File: config.mk
export PLATFORM = sky130hd
export DESIGN_NAME = divider_arbiter
export DESIGN_NICKNAME = d
export VERILOG_FILES = /design/src/rtl/divider_arbiter.sv
export SDC_FILE = /design/constraint.sdc
export NUM_CORES = 1
export LEC_CHECK = 0
export CAP_MARGIN = 15
export CORE_ASPECT_RATIO = 1.75
export CORE_MARGIN = 2
export CORE_UTILIZATION = 57
export CTS_BUF_LIST = sky130_fd_sc_hd__clkbuf_8
export DETAILED_ROUTE_END_ITERATION = 12
export PLACE_DENSITY = 0.83
export SYNTH_ARGS = -nofsm -noshare
export SYNTH_HDL_FRONTEND = slang
export SYNTH_SLANG_ARGS = --single-unit
File: constraint.sdc
create_clock -name clock_in -period 11.7 [get_ports clock_in]
set_input_delay 1.17 -clock clock_in [delete_from_list [all_inputs] [get_ports clock_in]]
set_output_delay 1.17 -clock clock_in [all_outputs]
set_load 0.01 [all_outputs]
File: src/rtl/divider_arbiter.sv
// Round-robin arbiter sharing one programmable divide counter among NUM_REQ requesters.
// The owner gets a tick strobe per divide period and a ~50% duty div_clk.
module divider_arbiter #(
  parameter int unsigned NUM_REQ         = 3,
  parameter int unsigned DIV_W           = 16,
  parameter int unsigned TICKS_PER_GRANT = 8
) (
  input  logic                     clock_in,
  input  logic                     reset,
  input  logic [NUM_REQ-1:0]       req,
  input  logic [NUM_REQ*DIV_W-1:0] div_in,
  output logic [NUM_REQ-1:0]       grant,
  output logic [NUM_REQ-1:0]       tick_out,
  output logic [NUM_REQ-1:0]       err,
  output logic                     div_clk,
  output logic                     busy
);

  localparam int unsigned PtrW = (NUM_REQ > 1) ? $clog2(NUM_REQ) : 1;

  localparam logic [0:0] StIdle = 1'b0;
  localparam logic [0:0] StRun  = 1'b1;

  localparam logic [DIV_W-1:0]  TickLast = DIV_W'(TICKS_PER_GRANT - 1);
  localparam logic [PtrW:0]     NumReqW  = (PtrW+1)'(NUM_REQ);

  logic [0:0]         state_q, state_d;
  logic [PtrW-1:0]    sel_q, sel_d;
  logic [PtrW-1:0]    ptr_q, ptr_d;
  logic [DIV_W-1:0]   div_q, div_d;
  logic [DIV_W-1:0]   cnt_q, cnt_d;
  logic [DIV_W-1:0]   tcnt_q, tcnt_d;
  logic [NUM_REQ-1:0] grant_q, grant_d;
  logic [NUM_REQ-1:0] tick_q, tick_d;
  logic [NUM_REQ-1:0] err_q, err_d;
  logic               dclk_q, dclk_d;
  logic               busy_q, busy_d;

  logic               win_found;
  logic [PtrW-1:0]    win_idx;
  logic [PtrW-1:0]    win_nxt;
  logic [DIV_W-1:0]   win_div;
  logic [NUM_REQ-1:0] sel_oh;
  logic               others;
  logic               period_end;

  // Scan from the farthest offset down so the entry nearest ptr is the last one written.
  always_comb begin
    logic [PtrW:0] sum;
    logic [PtrW:0] nxt;
    win_found = 1'b0;
    win_idx   = '0;
    for (int k = NUM_REQ - 1; k >= 0; k--) begin
      sum = {1'b0, ptr_q} + (PtrW+1)'(k);
      if (sum >= NumReqW) sum = sum - NumReqW;
      if (req[sum[PtrW-1:0]]) begin
        win_found = 1'b1;
        win_idx   = sum[PtrW-1:0];
      end
    end
    win_div = div_in[int'(win_idx)*DIV_W +: DIV_W];
    nxt     = {1'b0, win_idx} + (PtrW+1)'(1);
    if (nxt >= NumReqW) nxt = '0;
    win_nxt = nxt[PtrW-1:0];
  end

  always_comb begin
    sel_oh     = NUM_REQ'(1) << sel_q;
    others     = |(req & ~sel_oh);
    period_end = (cnt_q == div_q - DIV_W'(1));
  end

  always_comb begin
    state_d = state_q;
    sel_d   = sel_q;
    ptr_d   = ptr_q;
    div_d   = div_q;
    cnt_d   = cnt_q;
    tcnt_d  = tcnt_q;
    grant_d = grant_q;
    dclk_d  = dclk_q;
    busy_d  = busy_q;
    tick_d  = '0;
    err_d   = '0;

    case (state_q)
      StIdle: begin
        grant_d = '0;
        busy_d  = 1'b0;
        dclk_d  = 1'b0;
        cnt_d   = '0;
        if (win_found) begin
          ptr_d = win_nxt;
          if (win_div != '0) begin
            state_d = StRun;
            sel_d   = win_idx;
            div_d   = win_div;
            tcnt_d  = '0;
            grant_d = NUM_REQ'(1) << win_idx;
            busy_d  = 1'b1;
            dclk_d  = (win_div > DIV_W'(1));
          end else begin
            err_d[win_idx] = 1'b1;
          end
        end
      end
      StRun: begin
        if (period_end) begin
          tick_d = sel_oh;
          cnt_d  = '0;
          tcnt_d = (tcnt_q == TickLast) ? '0 : tcnt_q + DIV_W'(1);
        end else begin
          cnt_d = cnt_q + DIV_W'(1);
        end
        // Release and preempt both land in IDLE; a completed period still ticks.
        if (!req[sel_q] || (period_end && (tcnt_q == TickLast) && others)) begin
          state_d = StIdle;
          grant_d = '0;
          busy_d  = 1'b0;
          dclk_d  = 1'b0;
          cnt_d   = '0;
        end else begin
          dclk_d = (cnt_d < (div_q >> 1));
        end
      end
      default: state_d = StIdle;
    endcase
  end

  always_ff @(posedge clock_in) begin
    if (reset) begin
      state_q <= StIdle;
      sel_q   <= '0;
      ptr_q   <= '0;
      div_q   <= '0;
      cnt_q   <= '0;
      tcnt_q  <= '0;
      grant_q <= '0;
      tick_q  <= '0;
      err_q   <= '0;
      dclk_q  <= 1'b0;
      busy_q  <= 1'b0;
    end else begin
      state_q <= state_d;
      sel_q   <= sel_d;
      ptr_q   <= ptr_d;
      div_q   <= div_d;
      cnt_q   <= cnt_d;
      tcnt_q  <= tcnt_d;
      grant_q <= grant_d;
      tick_q  <= tick_d;
      err_q   <= err_d;
      dclk_q  <= dclk_d;
      busy_q  <= busy_d;
    end
  end

  assign grant    = grant_q;
  assign tick_out = tick_q;
  assign err      = err_q;
  assign div_clk  = dclk_q;
  assign busy     = busy_q;

endmodule
==> results of run 1 <==
==> stage by stage <==
step	setup slack [ns]	power (mW)	instance area (um2)	hold slack, ns
3_5_place_dp	7.23	0.795	4900	0.465
5_1_grt	6.74	1.02	5050	0.488
2_1_floorplan	7.85	0.668	4270	0.456
6_report	7.11	0.962	5050	0.477
4_1_cts	7.22	0.954	5050	0.475
3_3_place_gp	7.30	0.779	4900	0.457
==> placed cells by master (no fill, tap or decap), types with 7 or more instances in the layout <==
cell             synthesis  layout
and2_1                  22      22
xnor2_1                 26      26
ha_1                    19      19
nor2_1                  32      32
inv_1                   25      28
and3_1                  27      27
dfxtp_1                 64      64
o2bb2ai_1               11      11
nand4_1                 12      12
clkbuf_8                 0      10
nand2_1                 33      33
nor4_1                  11      11
nor3_1                  11      11
nand3_1                 20      20
o21ai_0                  9       9
clkdlybuf4s50_1          0      63
a211oi_1                22      22
xor2_1                   7       7
a21oi_1                 15      15
a32o_1                  11      11
a22o_1                  11      11
nor2b_1                  9       9
nor3b_1                 12      12
==> worst max-delay path, cell delays in order, from the launching register on <==
cell and delay [ns]:
dfxtp_1 0.35, inv_1 0.10, ha_1 0.24, nor2b_1 0.29, nand2_1 0.09, o41ai_1 0.37
o22ai_1 0.17, or4b_1 0.90, and2_1 0.28, ha_1 0.29, a21oi_1 0.16, nor2b_1 0.06
o21ai_0 0.16, nand2b_1 0.09, a2111oi_0 0.48, o221ai_1 0.21, o31ai_1 0.24
==> logic make-up after synthesis <==
logic type	synth area share, %
adder cells (fa/ha/maj)	5.80
multiplexers	0.703
AND/OR/NAND/NOR	28.0
AO/OA/AOI/OAI	23.5
XOR/XNOR	6.77
flip-flops	30.0
buffers and inverters	5.21
==> power breakdown <==
group / switching [mW] / leakage [nW] / total, mW / internal (mW)
clock: 0.0820 / 0.0918 / 0.160 / 0.0776
sequential: 0.0449 / 0.521 / 0.299 / 0.254
combinational: 0.294 / 1.32 / 0.503 / 0.209
==> area by class of cell <==
type / instances / area [um2] / share of cell area (%)
Clock buffer: 10 / 138 / 2.72
Clock inverter: 4 / 16.3 / 0.322
Inverter: 26 / 97.6 / 1.93
Multi-Input combinational cell: 394 / 2770 / 54.8
Sequential cell: 64 / 1280 / 25.4
Tap cell: 86 / 108 / 2.13
Timing Repair Buffer: 65 / 646 / 12.8
==> registers in the layout, summed over array words and instances (netlist names) <==
| register | cells |
|---|---|
| busy | 1 |
| cnt_q | 16 |
| div_clk | 1 |
| div_q | 16 |
| err | 3 |
| grant | 3 |
| ptr_q | 2 |
| sel_q | 2 |
| state_q | 1 |
| tcnt_q | 16 |
| tick_out | 3 |
==> layer usage <==
| layer | up-vias | global-route usage [%] | routed length, um |
|---|---|---|---|
| li1 | 2027 | - | - |
| met1 | 2021 | 34.1 | 4730 |
| met2 | 156 | 55.8 | 6570 |
| met3 | 40 | 5.20 | 570 |
| met4 | 0 | 16.2 | 526 |
| met5 | - | 0 | 0 |
==> path summary, 6_finish.rpt <==
check	to	slack [ns]	depth (start not counted)
max	div_clk$_SDFF_PP0_	7.11	16
min reg2reg	grant[0]$_SDFFE_PP0P_	0.48	2
min	grant[0]$_SDFFE_PP0P_	0.48	2
max reg2reg	div_clk$_SDFF_PP0_	7.11	16
==> flow_summary.toml, run 1 <==
[status]
outcome = "completed"

[die]
die_outline_width_um = 69.4
dieArea_mm2 = 0.00823
ios = 64
num_rows = 41
initial_core_util_pct = 59.1
fp.dieH_um = 119
design.core.area_mm2 = 0.00723

[timing]
final_critical_path_share_of_the_clock_period_pct = 39.2
finalSetupViolations = 0
fmax_ghz = 0.218
final_max_slew_viol_count = 0
hold_viol = 0
setup_tns_ns = 0
timing_worst_slew_pin_value_ns = 0.983
finalClockSkew_ns = 0.00852
timing.final.crit_period_ns = 4.59
setup_repair_after_global_routing_missed_its_margin = "false"
worst_slew_margin_rel_pct = 34.5

[synth]
yosysTopAreaCell = "dfxtp_1"
register_bit_total_from_synthesis = 64
ys.warnings.count = 0
netlist_instances = 509
async_flop_share_pct = 0
yosysMostFrequentCell = "dfxtp_1"
synthesis.area_mm2 = 0.00427
ys_dominant_reg_cell = "dfxtp_1"
synth.top_cells.by_area = "dfxtp_1 (30%), ha_1 (5.6%), xnor2_1 (5.3%)"
yosys-top-cells-count = "dfxtp_1 (64), nand2_1 (33), nor2_1 (32)"
yosysUniqueCellTypes = 61
synth.net_count = 581
synthesized_area_per_cell_um2 = 8.39
yosys.area.top_type_share_pct = 30.0
number_of_enable_type_register_cells_in_the_synthesized_netlist = 0
sequential_cell_area_fraction_in_the_yosys_report_pct = 30.0

[power_and_ir_drop]
power.leakage_nw = 1.93
vdd_drop_max_mv = 0.138
power_per_standard_cell_area_mw_per_mm2 = 190

[clocking]
cts_buffers = 9
tritoncts = "yes"
post-cts-setup-buffers = 0
count_of_clock_tree_sinks = 64
cts_hold_buf = 0
cts.clk_slew.worst_paths_ns = 0.07
post_cts_resize_count = 0
clockBufferDepth = 2
clk_latency_ns = 0.35
clockRootBuffer = "clkbuf_8"
htreeDepth = 3

[placed_design]
io_buffer_count = 63
post_place_cells = 635
dp_hpwl_mm = 9.53
gp_congestion = 0.970

[global_route]
antenna_found_initial = 0
grt.overflow.total = 0
global_route.usage.total_pct = 31.0
grt_pass1_vias = 4233
maximum_number_of_pins_on_one_net_before_global_route_repair = 44
wire_length_of_the_first_global_routing_pass_mm = 20.5

[setup_path]
cp.required_ns = 11.96
critical_path.endpoint_type = "flop"
worst-path-max-fanout = 30
reg2reg_from = "div_q[0]$_SDFFE_PP0P_"
startpoint_class_of_the_critical_path = "flop"
timing.setup.critical_path_class = "flop to flop"
cp_data_arrival_time_ns = 4.85
worst_setup_path_startpoint = "div_q[0]$_SDFFE_PP0P_"

[layout]
fin_util_pct = 69.9
finalNetCount = 632
flow.area_growth_from_synthesis_pct = 18.3
final_cell_count_no_fill = 649
antenna_cells = 0
layout-drive-gt1-share_pct = 3.73
fill_cells = 585

[job]
maxCapViolations = 0

[route]
via_per_inst = 6.54
avgRoutedWirePerCell_um = 19.1
drc = 0
route.vias.total = 4244
totalWireLength_mm = 12.4
antenna_violating_nets_post_route = 0
drt_pre_antenna_iters = 5
dr.first_iter.drc_count = 276

[hold_path]
timing.hold.worst.class = "flop to flop"
timing.hold.worst.start = "grant[0]$_SDFFE_PP0P_"
No activity file was read; power rests on OpenSTA's default activity.
==> run 2, diff against run 1 <==
- CORE_UTILIZATION: 57 -> 51
- PLACE_DENSITY: 0.83 -> 0.79
- clock period: 11.7 -> 3.9 ns (I/O delays scaled with it)
==> flow_summary.toml, run 2 (synthesis results as in run 1) <==
[global_route]
met1_usage_pct = 33.0
grtUsageMet2_pct = 51.0
grt.overflow.total = 0
gr_util_met3_pct = 5.48
grt_pass1_vias = 4253
grt_max_usage_layer = "met2"
maximum_number_of_pins_on_one_net_before_global_route_repair = 38
global_route.usage.total_pct = 29.1
wire_length_of_the_first_global_routing_pass_mm = 20.9
antenna_found_initial = 0

[setup_path]
cp.required_ns = 4.18
startpoint_class_of_the_critical_path = "flop"
worst_r2r_endpoint = "div_clk$_SDFF_PP0_"
path_cells = "inv_1 -> ha_2 -> buf_4 -> and2_1 -> o21a_1 -> o21ai_0 -> nand4_1 -> or4b_4 -> and2_1 -> ha_1 -> a21oi_1 -> nor2b_1 -> o21ai_0 -> nand2b_1 -> a2111oi_4 -> o221ai_1 -> o31ai_1"
timing.setup.critical_path_class = "flop to flop"
reg2reg_from = "div_q[0]$_SDFFE_PP0P_"
path_delay_family = "simple AND/OR/NAND/NOR gates"
critPathMaxStageDelay_ns = 0.59
worst-path-buf-inv = 2
slowest_stage = "or4b_4"
logic_depth_of_the_worst_register_to_register_path = 17
cp_data_arrival_time_ns = 4.01
critical_path.endpoint_type = "flop"
setup.reg_to_reg.worst_slack_ns = 0.17
worst-path-max-fanout = 6

[power_and_ir_drop]
power.leakage_nw = 2.09
power_per_standard_cell_area_mw_per_mm2 = 617
vdd_drop_max_mv = 0.569

[placed_design]
dp_hpwl_mm = 9.60
dp_slack_ns = -0.438
placed_area_mm2 = 0.00507
io_buffer_count = 63
gp_congestion = 0.929

[die]
ios = 64
fp.dieH_um = 125
die_outline_width_um = 73.2
initial_core_util_pct = 52.1
num_rows = 44
design.core.area_mm2 = 0.00820
dieArea_mm2 = 0.00915

[layout]
layout-drive-gt1-share_pct = 9.68
mostFrequentLayoutCell = "dfxtp_1"
fin_util_pct = 65.6
final_area_mm2 = 0.00538
multi_input_comb_area_mm2 = 0.00282
fill_cells = 684
finalNetCount = 656
flow.area_growth_from_synthesis_pct = 26.0
reg_top3 = "cnt_q x16, div_q x16, tcnt_q x16"
sequential_cell_area_mm2 = 0.00128
highest_count_cells_in_the_layout_ignoring_fill_and_taps = "dfxtp_1 (64), clkdlybuf4s50_1 (63), nand2_1 (33), nor2_1 (32), and3_1 (27)"
antenna_cells = 0

[timing]
setup_ws_ns = 0.170
hold_viol = 0
fmax_ghz = 0.268
finalClockSkew_ns = 0.00830
final_max_slew_viol_count = 0
final_critical_path_share_of_the_clock_period_pct = 95.6
setup_tns_ns = 0
timing_worst_slew_pin_value_ns = 1.01
timing.final.crit_period_ns = 3.73
worst_slew_margin_rel_pct = 32.5
setup_repair_after_global_routing_missed_its_margin = "false"
finalSetupViolations = 0

[status]
outcome = "completed"

[route]
totalWireLength_mm = 12.5
drc = 0
via_per_inst = 6.30
route.vias.total = 4289
avgRoutedWirePerCell_um = 18.4
antenna_violating_nets_post_route = 0
dr.first_iter.drc_count = 316
drt_pre_antenna_iters = 5

[hold_path]
hold-path-cell-count = 2
timing.hold.worst.class = "flop to flop"
min_delay_worst_endpoint = "busy$_SDFFE_PP0P_"
timing.hold.worst.start = "busy$_SDFFE_PP0P_"

[clocking]
cts_buffers = 9
clk_latency_ns = 0.36
clockRootBuffer = "clkbuf_8"
clockBufferDepth = 2
count_of_clock_tree_sinks = 64
htreeDepth = 3
tritoncts = "yes"
cts.clk_slew.worst_paths_ns = 0.07

[job]
maxCapViolations = 0
[run 2: changes by cell type in the layout (fill, tap and decap cells not counted), moves of 2 or more]
cell and change:
buf_4 +24, bufinv_16 +3, clkinv_4 +2, inv_1 -3
[run 2: report_power, final]
group	total (mW)	switching, mW	internal (mW)	leakage (nW)
combinational	1.75	0.967	0.782	1.45
clock	0.708	0.282	0.425	0.119
sequential	0.866	0.104	0.762	0.521
[run 2: cell type report]
type / count / area share [%]
Tap cell: 92 / 2.14
Multi-Input combinational cell: 394 / 52.4
Sequential cell: 64 / 23.8
Clock inverter: 7 / 2.23
Clock buffer: 9 / 2.30
Timing Repair Buffer: 89 / 15.3
Inverter: 26 / 1.81
[run 2: worst max-delay path by stage]
stage	start	endpoint	slack, ns	depth (start not counted)
after floorplan	div_q[0]$_SDFFE_PP0P_	div_clk$_SDFF_PP0_	0.05	18
after global placement	div_q[2]$_SDFFE_PP0P_	div_clk$_SDFF_PP0_	-0.47	14
after detailed placement	div_q[2]$_SDFFE_PP0P_	div_clk$_SDFF_PP0_	-0.44	14
after CTS	div_q[0]$_SDFFE_PP0P_	div_clk$_SDFF_PP0_	0.01	17
after global routing	div_q[0]$_SDFFE_PP0P_	div_clk$_SDFF_PP0_	0.001	18
final	div_q[0]$_SDFFE_PP0P_	div_clk$_SDFF_PP0_	0.17	17
[run 2: what timing repair did]
action	CTS	global route
endpoints found under the setup margin	1	1
pin swaps	1	4
setup buffers	2	0
resized for setup	6	5
hold buffers	0	0
[run 2: worst reg2reg max path, stage by stage, from the launching register on]
cell	delay [ns]
dfxtp_1	0.33
inv_1	0.06
ha_2	0.20
buf_4	0.14
and2_1	0.16
o21a_1	0.19
o21ai_0	0.14
nand4_1	0.20
or4b_4	0.59
and2_1	0.18
ha_1	0.30
a21oi_1	0.15
nor2b_1	0.06
o21ai_0	0.15
nand2b_1	0.16
a2111oi_4	0.28
o221ai_1	0.19
o31ai_1	0.19
[run 2: layer usage]
metal,vias to the layer above,part of all wire [%]
met5,-,0
li1,2062,-
met3,38,4.6
met2,142,53
met4,0,3.7
met1,2047,38
[run 2: through the flow]
step,instances,hold WS [ns],total power [mW]
final,681,0.458,3.32
after global routing,681,0.487,3.55
after CTS,681,0.460,3.29
after detailed placement,663,0.448,2.52
after global placement,663,0.443,2.49
after floorplan,509,0.456,2.01
